`src/rtl/hms_display_driver.sv`:
```
// HH:MM:SS driver: sequential double-dabble BCD conversion plus a multiplexed 6-digit 7-segment scan.
// Optional HMS_LZ_BLANK_EN: blank the hours-tens digit when it is zero.
module hms_display_driver #(
    parameter int unsigned SCAN_DIV       = 4,
    parameter bit          SEG_ACTIVE_LOW = 1'b1
) (
    input  logic        clock,
    input  logic        reset,
    input  logic [19:0] hms_time,
    input  logic        half_sec_pulse,
    input  logic        sec_pulse,
    input  logic        blank,
    output logic [6:0]  seg_out,
    output logic        dp_out,
    output logic [5:0]  digit_sel,
    output logic [23:0] bcd_digits,
    output logic        bcd_valid,
    output logic        fmt_err,
    output logic        busy
);

    typedef enum logic [2:0] {
        S_IDLE, S_CAP, S_CONV_H, S_CONV_M, S_CONV_S, S_COMMIT
    } state_t;

    state_t      state;
    logic [19:0] shadow;
    logic        pending;
    logic [7:0]  scratch;
    logic [2:0]  cnt;
    logic [7:0]  h_bcd;
    logic [7:0]  m_bcd;
    logic        cur_bit;
    logic [7:0]  dd_next;
    logic [6:0]  hrs;
    logic [5:0]  mins;
    logic [5:0]  secs;

    function automatic logic [7:0] dd_step(input logic [7:0] s, input logic b);
        logic [7:0] a;
        a = s;
        if (a[3:0] >= 4'd5) a[3:0] = a[3:0] + 4'd3;
        if (a[7:4] >= 4'd5) a[7:4] = a[7:4] + 4'd3;
        return {a[6:0], b};
    endfunction

    function automatic logic [6:0] seg_decode(input logic [3:0] c);
        case (c)
            4'd0:    return 7'h3F;
            4'd1:    return 7'h06;
            4'd2:    return 7'h5B;
            4'd3:    return 7'h4F;
            4'd4:    return 7'h66;
            4'd5:    return 7'h6D;
            4'd6:    return 7'h7D;
            4'd7:    return 7'h07;
            4'd8:    return 7'h7F;
            4'd9:    return 7'h6F;
            4'hE:    return 7'h79;
            default: return 7'h00;
        endcase
    endfunction

    assign hrs  = shadow[18:12];
    assign mins = shadow[11:6];
    assign secs = shadow[5:0];

    always_comb begin
        cur_bit = 1'b0;
        case (state)
            S_CONV_H: cur_bit = hrs[3'd6 - cnt];
            S_CONV_M: cur_bit = mins[3'd5 - cnt];
            S_CONV_S: cur_bit = secs[3'd5 - cnt];
            default:  cur_bit = 1'b0;
        endcase
        dd_next = dd_step(scratch, cur_bit);
    end

    // The commit is registered on the final seconds shift so bcd_valid is high during COMMIT.
    always_ff @(posedge clock) begin
        if (reset) begin
            state      <= S_IDLE;
            shadow     <= '0;
            pending    <= 1'b1;
            scratch    <= '0;
            cnt        <= '0;
            h_bcd      <= '0;
            m_bcd      <= '0;
            bcd_digits <= '0;
            bcd_valid  <= 1'b0;
            fmt_err    <= 1'b0;
            busy       <= 1'b0;
        end else begin
            bcd_valid <= 1'b0;
            if (sec_pulse) pending <= 1'b1;
            case (state)
                S_IDLE: begin
                    if (pending || sec_pulse || (hms_time != shadow)) begin
                        state   <= S_CAP;
                        pending <= 1'b0;
                        busy    <= 1'b1;
                    end
                end
                S_CAP: begin
                    shadow  <= hms_time;
                    scratch <= '0;
                    cnt     <= '0;
                    state   <= S_CONV_H;
                end
                S_CONV_H: begin
                    scratch <= dd_next;
                    cnt     <= cnt + 3'd1;
                    if (cnt == 3'd6) begin
                        h_bcd   <= dd_next;
                        scratch <= '0;
                        cnt     <= '0;
                        state   <= S_CONV_M;
                    end
                end
                S_CONV_M: begin
                    scratch <= dd_next;
                    cnt     <= cnt + 3'd1;
                    if (cnt == 3'd5) begin
                        m_bcd   <= dd_next;
                        scratch <= '0;
                        cnt     <= '0;
                        state   <= S_CONV_S;
                    end
                end
                S_CONV_S: begin
                    scratch <= dd_next;
                    cnt     <= cnt + 3'd1;
                    if (cnt == 3'd5) begin
                        bcd_digits <= {(hrs > 7'd99)  ? 8'hEE : h_bcd,
                                       (mins > 6'd59) ? 8'hEE : m_bcd,
                                       (secs > 6'd59) ? 8'hEE : dd_next};
                        fmt_err    <= (hrs > 7'd99) || (mins > 6'd59) || (secs > 6'd59);
                        bcd_valid  <= 1'b1;
                        state      <= S_COMMIT;
                    end
                end
                S_COMMIT: begin
                    if (pending || sec_pulse) begin
                        state   <= S_CAP;
                        pending <= 1'b0;
                    end else begin
                        state <= S_IDLE;
                        busy  <= 1'b0;
                    end
                end
                default: state <= S_IDLE;
            endcase
        end
    end

    logic [15:0] div_cnt;
    logic [2:0]  idx;
    logic        phase;
    logic [3:0]  code;
    logic [6:0]  seg_hi;
    logic        dp_lit;

    always_comb begin
        code   = bcd_digits[{idx, 2'b00} +: 4];
        seg_hi = seg_decode(code);
`ifdef HMS_LZ_BLANK_EN
        if (idx == 3'd5 && code == 4'd0) seg_hi = '0;
`endif
        dp_lit = phase && (idx == 3'd4 || idx == 3'd2);
    end

    always_ff @(posedge clock) begin
        if (reset) begin
            div_cnt   <= '0;
            idx       <= '0;
            phase     <= 1'b1;
            digit_sel <= '0;
            seg_out   <= {7{SEG_ACTIVE_LOW}};
            dp_out    <= SEG_ACTIVE_LOW;
        end else begin
            if (div_cnt == 16'(SCAN_DIV - 1)) begin
                div_cnt <= '0;
                idx     <= (idx == 3'd5) ? 3'd0 : idx + 3'd1;
            end else begin
                div_cnt <= div_cnt + 16'd1;
            end
            if (half_sec_pulse) phase <= ~phase;
            if (blank) begin
                digit_sel <= '0;
                seg_out   <= {7{SEG_ACTIVE_LOW}};
                dp_out    <= SEG_ACTIVE_LOW;
            end else begin
                digit_sel <= 6'b000001 << idx;
                seg_out   <= seg_hi ^ {7{SEG_ACTIVE_LOW}};
                dp_out    <= dp_lit ^ SEG_ACTIVE_LOW;
            end
        end
    end

endmodule

```
`config.mk`:
```
export PLATFORM = sky130hd
export DESIGN_NAME = hms_display_driver
export DESIGN_NICKNAME = d
export VERILOG_FILES = /design/src/rtl/hms_display_driver.sv
export SDC_FILE = /design/constraint.sdc
export NUM_CORES = 1
export LEC_CHECK = 0
export ABC_AREA = 1
export ABC_CLOCK_PERIOD_IN_PS = 1800
export CORE_MARGIN = 2
export CORE_UTILIZATION = 45
export DETAILED_ROUTE_END_ITERATION = 16
export PLACE_DENSITY = 0.68
export SLEW_MARGIN = 10
export SYNTH_ARGS = -nofsm -noshare
export SYNTH_HDL_FRONTEND = slang
export SYNTH_SLANG_ARGS = --single-unit
```
`constraint.sdc`:
```
create_clock -name clock -period 1.8 [get_ports clock]
set_input_delay 0.36 -clock clock [delete_from_list [all_inputs] [get_ports clock]]
set_output_delay 0.36 -clock clock [all_outputs]
set_load 0.02 [all_outputs]
```
==> results.sh <==
export IMPL_status="finished, final reports clean"
export IMPL_diodes=0
export IMPL_final_common_cell="nand2_1"
export IMPL_antenna_found_initial=0
export IMPL_required_ps=1440
export IMPL_cts_inserted_buffers=9
export IMPL_pin_count=66
export IMPL_drt_iter0_markers=301
export IMPL_syn_nets=810
export IMPL_syn_to_final_growth_pct=25.3
export IMPL_crit_fanout=3
export IMPL_wl_per_cell_um=13.0
export IMPL_grt_pass1_vias=4648
export IMPL_multiInputGateArea_um2=2880
export IMPL_first_pass_iters=5
export IMPL_cts_root_buffer="clkbuf_16"
export IMPL_synth_edff_count=0
export IMPL_path_cells="clkdlybuf4s50_1"
export IMPL_path_buf_inv=1
export IMPL_max_cap_viol_count=0
export IMPL_drc_errors=0
export IMPL_gp_routability_congestion=0.844
export IMPL_fillers=1105
export IMPL_fin_skew_ps=9.39
export IMPL_initial_core_util_pct=46.3
export IMPL_grt_pass1_wl_um=21700
export IMPL_grt_max_degree=40
export IMPL_syn_cell_area_um2=5580
export IMPL_clkTransAtPathRegs_ps=70
export IMPL_placement_io_buffers=65
export IMPL_async_flop_share_pct=0
export IMPL_fin_crit_ps=1750
export IMPL_die_x_um=115
export IMPL_yosysSeqAreaShare_pct=40.2
export IMPL_max_slew_margin_pct=65.0
export IMPL_critPathLaunchType="flip-flop"
export IMPL_crit_type="flip-flop to output port"
export IMPL_cts_sinks=112
export IMPL_drive_gt1_share_pct=14.4
export IMPL_clockBufferDepth=2
export IMPL_fp_dieH_um=115
export IMPL_whs_ps=415
export IMPL_fmax_ghz=0.571
export IMPL_ys_flop_type="dfxtp_1"
export IMPL_avgViaCountPerCell=4.97
export IMPL_post_dp_hpwl_um=9850
export IMPL_syn_inst=772
export IMPL_rows=40
export IMPL_drv_slew=0
export IMPL_hp_class="flip-flop to flip-flop"
export IMPL_postRouteAntennaNets=0
export IMPL_regArea_um2=2250
export IMPL_via_count=5114
export IMPL_yosysWarnings=0
export IMPL_arrival_ps=1390
export IMPL_htree_levels=3
export IMPL_fin_crit_sh_pct=97.3
export IMPL_worst_slew_pin_slew_ps=524
export IMPL_rsz0062_at_grt="true"
export IMPL_cp_slowest_cell="clkdlybuf4s50_1"
export IMPL_instances_no_fill=1028
export IMPL_cts_tree="done"
export IMPL_fin_nets=893
export IMPL_syn_area_per_cell_um2=7.23
export IMPL_crit_family="buffers and inverters"
export IMPL_setup_violations=0
export IMPL_power_density_nw_per_um2=999
export IMPL_dieArea_um2=13300
export IMPL_p_leak_uw=0.00315
export IMPL_finalHoldViolCount=0
export IMPL_slowest_delay_ps=630
export IMPL_end_kind="output port"
export IMPL_grt_overflow_total=0
export IMPL_ys_seq_elements=112
export IMPL_clock_latency_ps=350
export IMPL_dp_cells=1009
export IMPL_ir_drop_mv=1.00
export IMPL_fin_tns_setup_ps=0
export IMPL_grt_usage_pct=20.4
export IMPL_wl_um=13300
export IMPL_final_cell_mix="174 x nand2_1, 108 x dfxtp_1, 99 x inv_1, 70 x a21oi_1, 59 x nor2_1"
export IMPL_total_power_uw=6990
export IMPL_core_area_um2=12100
export IMPL_synthDistinctLibCells=46
report_power, final:
| part | switching (uW) | internal [uW] |
|---|---|---|
| registers | 230 | 2740 |
| logic | 1170 | 688 |
| clock network | 907 | 1260 |
| total | 2310 | 4680 |
logic make-up after synthesis:
| group | count (synthesis) | share of synthesized area, % |
|---|---|---|
| AO/OA/AOI/OAI | 158 | 16.4 |
| XOR/XNOR | 10 | 1.57 |
| adder cells (fa/ha/maj) | 13 | 2.91 |
| buffers and inverters | 135 | 9.59 |
| flip-flops | 112 | 40.2 |
| AND/OR/NAND/NOR | 344 | 29.4 |
per-layer routing:
metal  wire (um)  up-vias  GRT usage [%]  share of wire (%)
li1            -     2649              -                  -
met3         505       11           5.64                3.8
met4         129        0           5.30               0.97
met5           0        -              0                  0
met1        6230     2357           26.2                 47
met2        6480       97           34.0                 49
final timing paths:
kind                                     from            end  slack (ps)  cells after the start
worst min-delay path                    phase         dp_out         420                      1
worst max register to register         idx[0]     seg_out[5]          90                     13
worst max-delay path            bcd_digits[2]  bcd_digits[2]          50                      1
worst min register to register          phase         dp_out         420                      1
cell type report:
| type | count | area share, % |
|---|---|---|
| Sequential cell | 112 | 32.2 |
| Tap cell | 168 | 3.00 |
| Timing Repair Buffer | 95 | 12.9 |
| Inverter | 112 | 6.15 |
| Multi-Input combinational cell | 525 | 41.2 |
| Clock inverter | 5 | 1.14 |
| Clock buffer | 11 | 3.47 |
flip-flops by register name, summed over array words and instances, names as in the netlist, 3 cells and up:
| name | count |
|---|---|
| div_cnt | 16 |
| seg_out | 7 |
| shadow | 20 |
| cnt | 3 |
| digit_sel | 6 |
| idx | 3 |
| m_bcd | 8 |
| h_bcd | 8 |
| state | 3 |
| bcd_digits | 24 |
| scratch | 8 |
stage by stage:
stage	instance area [um^2]	util, %	setup WS, ps
5_1_grt	7000	58.0	-9.24
3_5_place_dp	6570	54.4	-99.3
2_1_floorplan	5580	-	49.7
4_1_cts	6890	57.1	0.599
6_report	7000	58.0	48.3
3_3_place_gp	6570	54.4	-89.8
Yosys cell counts, types with 2 or more instances:
cell type | number | share of area [%]
a211oi_1 | 5 | 0.67
a21oi_1 | 70 | 6.3
a21oi_2 | 3 | 0.47
a21oi_4 | 2 | 0.58
a22oi_1 | 4 | 0.54
a31oi_1 | 3 | 0.34
buf_2 | 11 | 0.99
clkbuf_1 | 10 | 0.67
dfxtp_1 | 112 | 40
ha_1 | 13 | 2.9
inv_1 | 102 | 6.9
inv_2 | 6 | 0.40
inv_4 | 3 | 0.34
nand2_1 | 175 | 12
nand2_2 | 14 | 1.6
nand2_4 | 10 | 2.0
nand3_1 | 35 | 3.1
nand3_2 | 5 | 0.90
nand4_1 | 6 | 0.67
nor2_1 | 60 | 4.0
nor2_2 | 4 | 0.45
nor2_4 | 6 | 1.2
nor3_1 | 21 | 1.9
o211ai_1 | 6 | 0.81
o21ai_0 | 57 | 5.1
xnor2_1 | 4 | 0.63
xor2_1 | 6 | 0.94
what timing repair did:
action	4_1_cts	5_1_grt
endpoints found under the setup margin	2	21
pin swaps	0	9
setup buffers	0	5
hold buffers	0	0
resized for setup	2	30
Power figures use the tool's default switching activity.
